## src/rtl/led_sequencer.sv

```systemverilog
// led_sequencer: timed off/red/green/blue code stepper with run/pause/step/stop; optional LED_PWM_EN duty gating
module led_sequencer #(
  parameter int TICK_DIV = 24000000,
  parameter bit SKIP_OFF = 1'b0
) (
  input  logic       clk,
  input  logic       rst,
  input  logic       start,
  input  logic       stop,
  input  logic       pause,
  input  logic       step,
  input  logic       dir,
`ifdef LED_PWM_EN
  input  logic [3:0] duty,
`endif
  output logic [1:0] code,
  output logic       busy,
  output logic       tick
);
  localparam int CW = $clog2(TICK_DIV);
  localparam logic [CW-1:0] LAST = CW'(TICK_DIV - 1);
  typedef enum logic [1:0] {IDLE, RUN, PAUSE} state_t;
  state_t state;
  logic [CW-1:0] cnt;
  logic [1:0] code_int, code_n, inc, adv;
  always_comb begin
    inc = dir ? code_int - 2'd1 : code_int + 2'd1;
    adv = (SKIP_OFF && inc == 2'd0) ? (dir ? 2'd3 : 2'd1) : inc;
    code_n = stop ? 2'd0 :
             state == IDLE ? (start ? (dir ? 2'd3 : 2'd1) : 2'd0) :
             state == RUN ? ((!pause && cnt == LAST) ? adv : code_int) :
             ((!start && !pause && step) ? adv : code_int);
  end
  always_ff @(posedge clk) begin
    if (rst) begin
      state <= IDLE;
      cnt <= '0;
      code_int <= 2'd0;
      busy <= 1'b0;
      tick <= 1'b0;
    end else begin
      code_int <= code_n;
      tick <= !stop && state == RUN && !pause && cnt == LAST;
      if (stop) begin
        state <= IDLE;
        cnt <= '0;
        busy <= 1'b0;
      end else begin
        case (state)
          IDLE: if (start) begin
            state <= RUN;
            cnt <= '0;
            busy <= 1'b1;
          end
          RUN: if (pause) state <= PAUSE;
               else cnt <= (cnt == LAST) ? '0 : cnt + CW'(1);
          PAUSE: if (start || pause) state <= RUN;
          default: state <= IDLE;
        endcase
      end
    end
  end
`ifdef LED_PWM_EN
  logic [3:0] pwm_cnt, pwm_n;
  assign pwm_n = pwm_cnt + 4'd1;
  // gate with the counter value that will be current when this code is visible
  always_ff @(posedge clk) begin
    if (rst) begin
      pwm_cnt <= 4'd0;
      code <= 2'd0;
    end else begin
      pwm_cnt <= pwm_n;
      code <= (pwm_n < duty) ? code_n : 2'd0;
    end
  end
`else
  assign code = code_int;
`endif
endmodule

```

## config.mk

```make
export PLATFORM = sky130hd
export DESIGN_NAME = led_sequencer
export DESIGN_NICKNAME = d
export VERILOG_FILES = /design/src/rtl/led_sequencer.sv
export SDC_FILE = /design/constraint.sdc
export NUM_CORES = 1
export LEC_CHECK = 0
export CELL_PAD_IN_SITES_DETAIL_PLACEMENT = 1
export CELL_PAD_IN_SITES_GLOBAL_PLACEMENT = 1
export CORE_ASPECT_RATIO = 2
export CORE_MARGIN = 2
export CORE_UTILIZATION = 45
export CTS_CLUSTER_DIAMETER = 100
export DETAILED_ROUTE_END_ITERATION = 8
export MAX_ROUTING_LAYER = met4
export PLACE_DENSITY_LB_ADDON = 0.1
export SKIP_CTS_REPAIR_TIMING = 1
export SYNTH_ARGS = -nofsm -noshare
export SYNTH_HDL_FRONTEND = slang
export SYNTH_SLANG_ARGS = --single-unit
```

## constraint.sdc

```tcl
create_clock -name clk -period 3.16 [get_ports clk]
set_input_delay 0.632 -clock clk [delete_from_list [all_inputs] [get_ports clk]]
set_output_delay 0.632 -clock clk [all_outputs]
set_load 0.02 [all_outputs]
```

# After elaboration in Yosys (flattened, before gate mapping)
# Index checks and enable logic that the tools add are counted.
[totals] in_bits=7 out_inout_bits=4 wordCells=49 register_bits=31
[op_classes] n_reduce_logical=18 add_sub_neg=3 mux=15 eq_ne=8
[ops] op="two-way mux 25 bit" n=3
[ops] op="case mux 25 bit (2 select lines)" n=1
[ops] op="adder 25 x 1 -> 25 bit, second input constant" n=1
[ops] op="== test 25 bit, second input constant" n=1
[ops] op="two-way mux 2 bit" n=10
[ops] op="!= test 2 bit, second input constant" n=4
[ops] op="logical AND 1 bit" n=6
[ops] op="case mux 2 bit (3 select lines)" n=1
[ops] op="AND reduction 3 bit" n=2
[ops] op="AND reduction 2 bit" n=2
[ops] op="logical NOT 1 bit" n=3
[ops] op="!= test 3 bit, second input constant" n=1
[ops] op="nonzero test 3 bit" n=1
[ops] op="adder 2 x 1 -> 2 bit, second input constant" n=1
[ops] op="== test 2 x 1 -> 1 bit, second input constant" n=1
[ops] op="== test 2 bit, second input constant" n=1
[ops] op="logical NOT 2 bit" n=1
[ops] op="nonzero test 2 bit" n=1
[ops] op="OR reduction 2 bit" n=1
[ops] op="subtractor 2 x 1 -> 2 bit, second input constant" n=1
[ops] op="logical OR 1 bit" n=1

# Logic depth before layout (Yosys ltp)
[logic_depth] word_depth=6 mapped_depth=7 ltp_nobuf=6

# Worst setup path before layout
# No wires, ideal clock.
[synth_timing] path_type="input -> register" startpoint="input port pause" endpoint="register cnt[9]" cell_stages=7 setup_time_ns=0.117 n_path_buf=3 arrival_time_ns=1.807 setup_slack_ns=1.237 required_time_ns=3.043 cell_sequence="buf_6 -> a21o_4 -> or2_2 -> buf_2 -> o21ai_4 -> buf_6 -> nor2_1"
[synth_between] elab_chain_cells=2
[synth_rtl] item="start, declared" line="10" rtl="input logic pause,"
[synth_rtl] item="!= test 2 bit (no line)"
[synth_rtl] item="AND reduction 3 bit (no line)"
[synth_rtl] item="end signal, assigned" line="56" rtl="else cnt <= (cnt == LAST) ? '0 : cnt + CW'(1);"
[synth_rtl] item="end, declared" line="24" rtl="logic [CW-1:0] cnt;"
# No other way between the ends.
# A chain may end at the register's enable or synchronous reset.

# Final worst setup path
[layout_timing] startpoint="input port pause" endpoint="register cnt[8]"
# Same word-level chain as after synthesis.

==> run metrics <==
Hold WC Path Type=reg2reg; Clk pwr share=0.427; H-tree depth=2; YS warnings=0; I/O Buffers=10; Post-Route WL=4770 um; outcome=complete, no violations; Iteration-0 DRC Markers=48; number of enable flip-flop cells after synthesis=0; Final Hold Fails=0; RSZ-0062 raised after global routing=no; clk sinks=31; Leakage=0.642 nW; Setup crit start=pause; worst r2r path cells=6; vias per cell=5.97; Mapped Nets=220; critical path arrival=2.39 ns; FF+latch count, synth=31; ys flop type=dfxtp_1; Power Dens Cells=406 nW/um^2; CP Launch Type=primary input; area post-placement=1910 um^2; vias in the first global route=1,750; initial antenna violation count=0; Setup crit end kind=register; Slew @ Worst Pin=0.521 ns; drt drc=0; cts bufs inserted=5; CP max stage delay=0.57 ns; WP data required=3.31 ns; via count=1,630; final setup TNS=0 ns; gate count of the mapped netlist=212; reg2reg end=code[1]; Worst-path clk slew=0.07 ns; Post-DP HPWL=3550 um; Net Sw Frac=0.240; Post-synth ARST share=0; fraction of layout cells with a size suffix above 1=0.126; fin. max-slew vios=0; final setup vio count=0; Max clock buf depth=2; Slew HR=0.650; Starting Density=0.468; Final Critical Period=2.24 ns; register share of total power=0.488; Die Ht=93.4 um; number of diodes=0; Core Footprint=3840 um^2; routed length per placed instance=17.5 um; Pint=0.622 mW; Final nets=229; sw power=0.196 mW; Worst R2R Setup Slack=1.02 ns; CTS tree=done; syn_area_per_cell=8.49 um^2; R2R Path Start=cnt[0]; Cell Chain, Critical Path=clkdlybuf4s50_1 -> a21o_4 -> or2_2 -> o21ai_4 -> nor2_1; Setup Crit Path Kind=in2reg; number of core rows=32; Critical Path Sink=cnt[8]; Clock Latency Late Sink=0.28 ns; register area share after synthesis=0.345; Synth top area share=0.345; fill cell count=483; post-route ant nets=0; clk_skew=0.00493 ns; Die W=48.7 um; Layout Cell Area excl Fill=2010 um^2; crit-path max FO=17; critical path depth in cells=5; Comb pwr share=0.084; total power draw=0.817 mW; overall global routing resource usage=0.234; synthesized cell area=1800 um^2; fmax=0.447 GHz; clk root buf=clkbuf_8; synth-to-layout area growth=12.0%; Period Utilization, post-route=0.708; slowest stage cell, crit path=clkdlybuf4s50_1; Initial DRT Pass Iterations=4; Ports=11; max_cap viols=0; die area=4550 um^2; Critical path buffers and inverters=1; dominant delay contributor by cell family on the critical path=compound AO/OA/AOI/OAI gates; RD Place Congestion=0.897; global-route wire length before repair=8110 um; ranking of synthesized cells by area=dfxtp_1 34%, xor2_1 5.4%, nor2_1 5.2%; remaining global-route overflow=0; Synth cell types=46; Worst IR Drop VDD=350 uV; largest net degree at the start of global routing=18; Synth area leader=dfxtp_1
==> registers in the layout, indices dropped and copies added (netlist names) <==
register	flops
busy	1
cnt	25
code	2
state	2
tick	1
==> cell families after synthesis <==
family,count (synthesis),share of synthesized area
AO/OA/AOI/OAI,37,0.144
multiplexers,3,0.0167
AND/OR/NAND/NOR,105,0.353
XOR/XNOR,16,0.0779
buffers and inverters,19,0.0563
flip-flops,31,0.345
adder cells (fa/ha/maj),1,0.00695
==> layout by cell type, fill, tap and decap left out, types with 3 or more instances in the layout <==
cell,netlist,final
nand4_1,14,14
nand2_1,14,14
nor2_1,25,25
buf_4,0,3
o21ai_0,4,4
xnor2_1,5,5
a31oi_1,10,10
nand3_1,11,11
and3_1,6,6
dfxtp_1,31,31
xor2_1,11,11
mux2i_1,3,3
clkbuf_8,0,7
clkdlybuf4s50_1,0,10
inv_1,8,8
or2_2,3,3
nor3_1,5,5
nor2b_1,3,3
a21oi_1,9,9
a211oi_1,3,3
==> cell usage after synthesis (3+ instances only) <==
library cell and n:
nand2_1 14, a211oi_1 3, buf_6 3, nor2_1 25
nor3_1 5, a21oi_1 9, inv_1 8, a31oi_1 10
buf_2 6, nand4_1 14, nor2b_1 3, xor2_1 11
or2_2 3, o21ai_0 4, and3_1 6, xnor2_1 5
dfxtp_1 31, mux2i_1 3, nand3_1 11
==> worst reg2reg max path, stage by stage, from the launching register on <==
cell and delay [ns]:
dfxtp_1 0.40, ha_1 0.28, nand4_4 0.16, nor2_4 0.28, nand3_2 0.31, o21ai_0 0.39, mux2i_1 0.25
==> worst min-delay path by stage <==
stage / cells after the start / slack [ns] / from / end
5_1_grt: 2 / 0.52 / busy / busy
2_1_floorplan: 2 / 0.45 / cnt[19] / cnt[19]
3_3_place_gp: 2 / 0.45 / busy / busy
3_5_place_dp: 2 / 0.48 / busy / busy
4_1_cts: 2 / 0.49 / busy / busy
6_report: 2 / 0.49 / busy / busy
==> metal layers <==
| metal | GRT usage | up-vias | share of wire |
|---|---|---|---|
| met5 | - | - | 0 |
| met4 | 0.119 | 0 | 0.035 |
| met3 | 0.0559 | 16 | 0.030 |
| met2 | 0.429 | 36 | 0.56 |
| met1 | 0.224 | 797 | 0.38 |
| li1 | - | 781 | - |
==> final cells by class <==
type,instances,area (um^2),share of cell area
Clock buffer,8,100,0.0497
Tap cell,51,63.8,0.0317
Timing Repair Buffer,13,123,0.0609
Multi-Input combinational cell,162,1080,0.535
Sequential cell,31,621,0.308
Inverter,8,30.0,0.0149
==> power by group through the flow <==
stage	Combinational, mW	Sequential [mW]	Clock [mW]
6_report	0.0689	0.399	0.349
3_3_place_gp	0.0646	0.407	0
2_1_floorplan	0.0460	0.408	0
3_5_place_dp	0.0688	0.408	0
4_1_cts	0.0695	0.399	0.356
5_1_grt	0.0746	0.399	0.373
==> stage by stage <==
step                hold slack [ns]  worst slack [ns]  std cells   util
detailed placement            0.475             0.601        265  0.498
floorplan                     0.453              1.24        212      -
finish                        0.488             0.921        273  0.524
global placement              0.450             0.676        265  0.498
CTS                           0.491             0.895        273  0.524
global route                  0.520             0.779        273  0.524
Note: power is estimated with default switching activity, not from simulation.
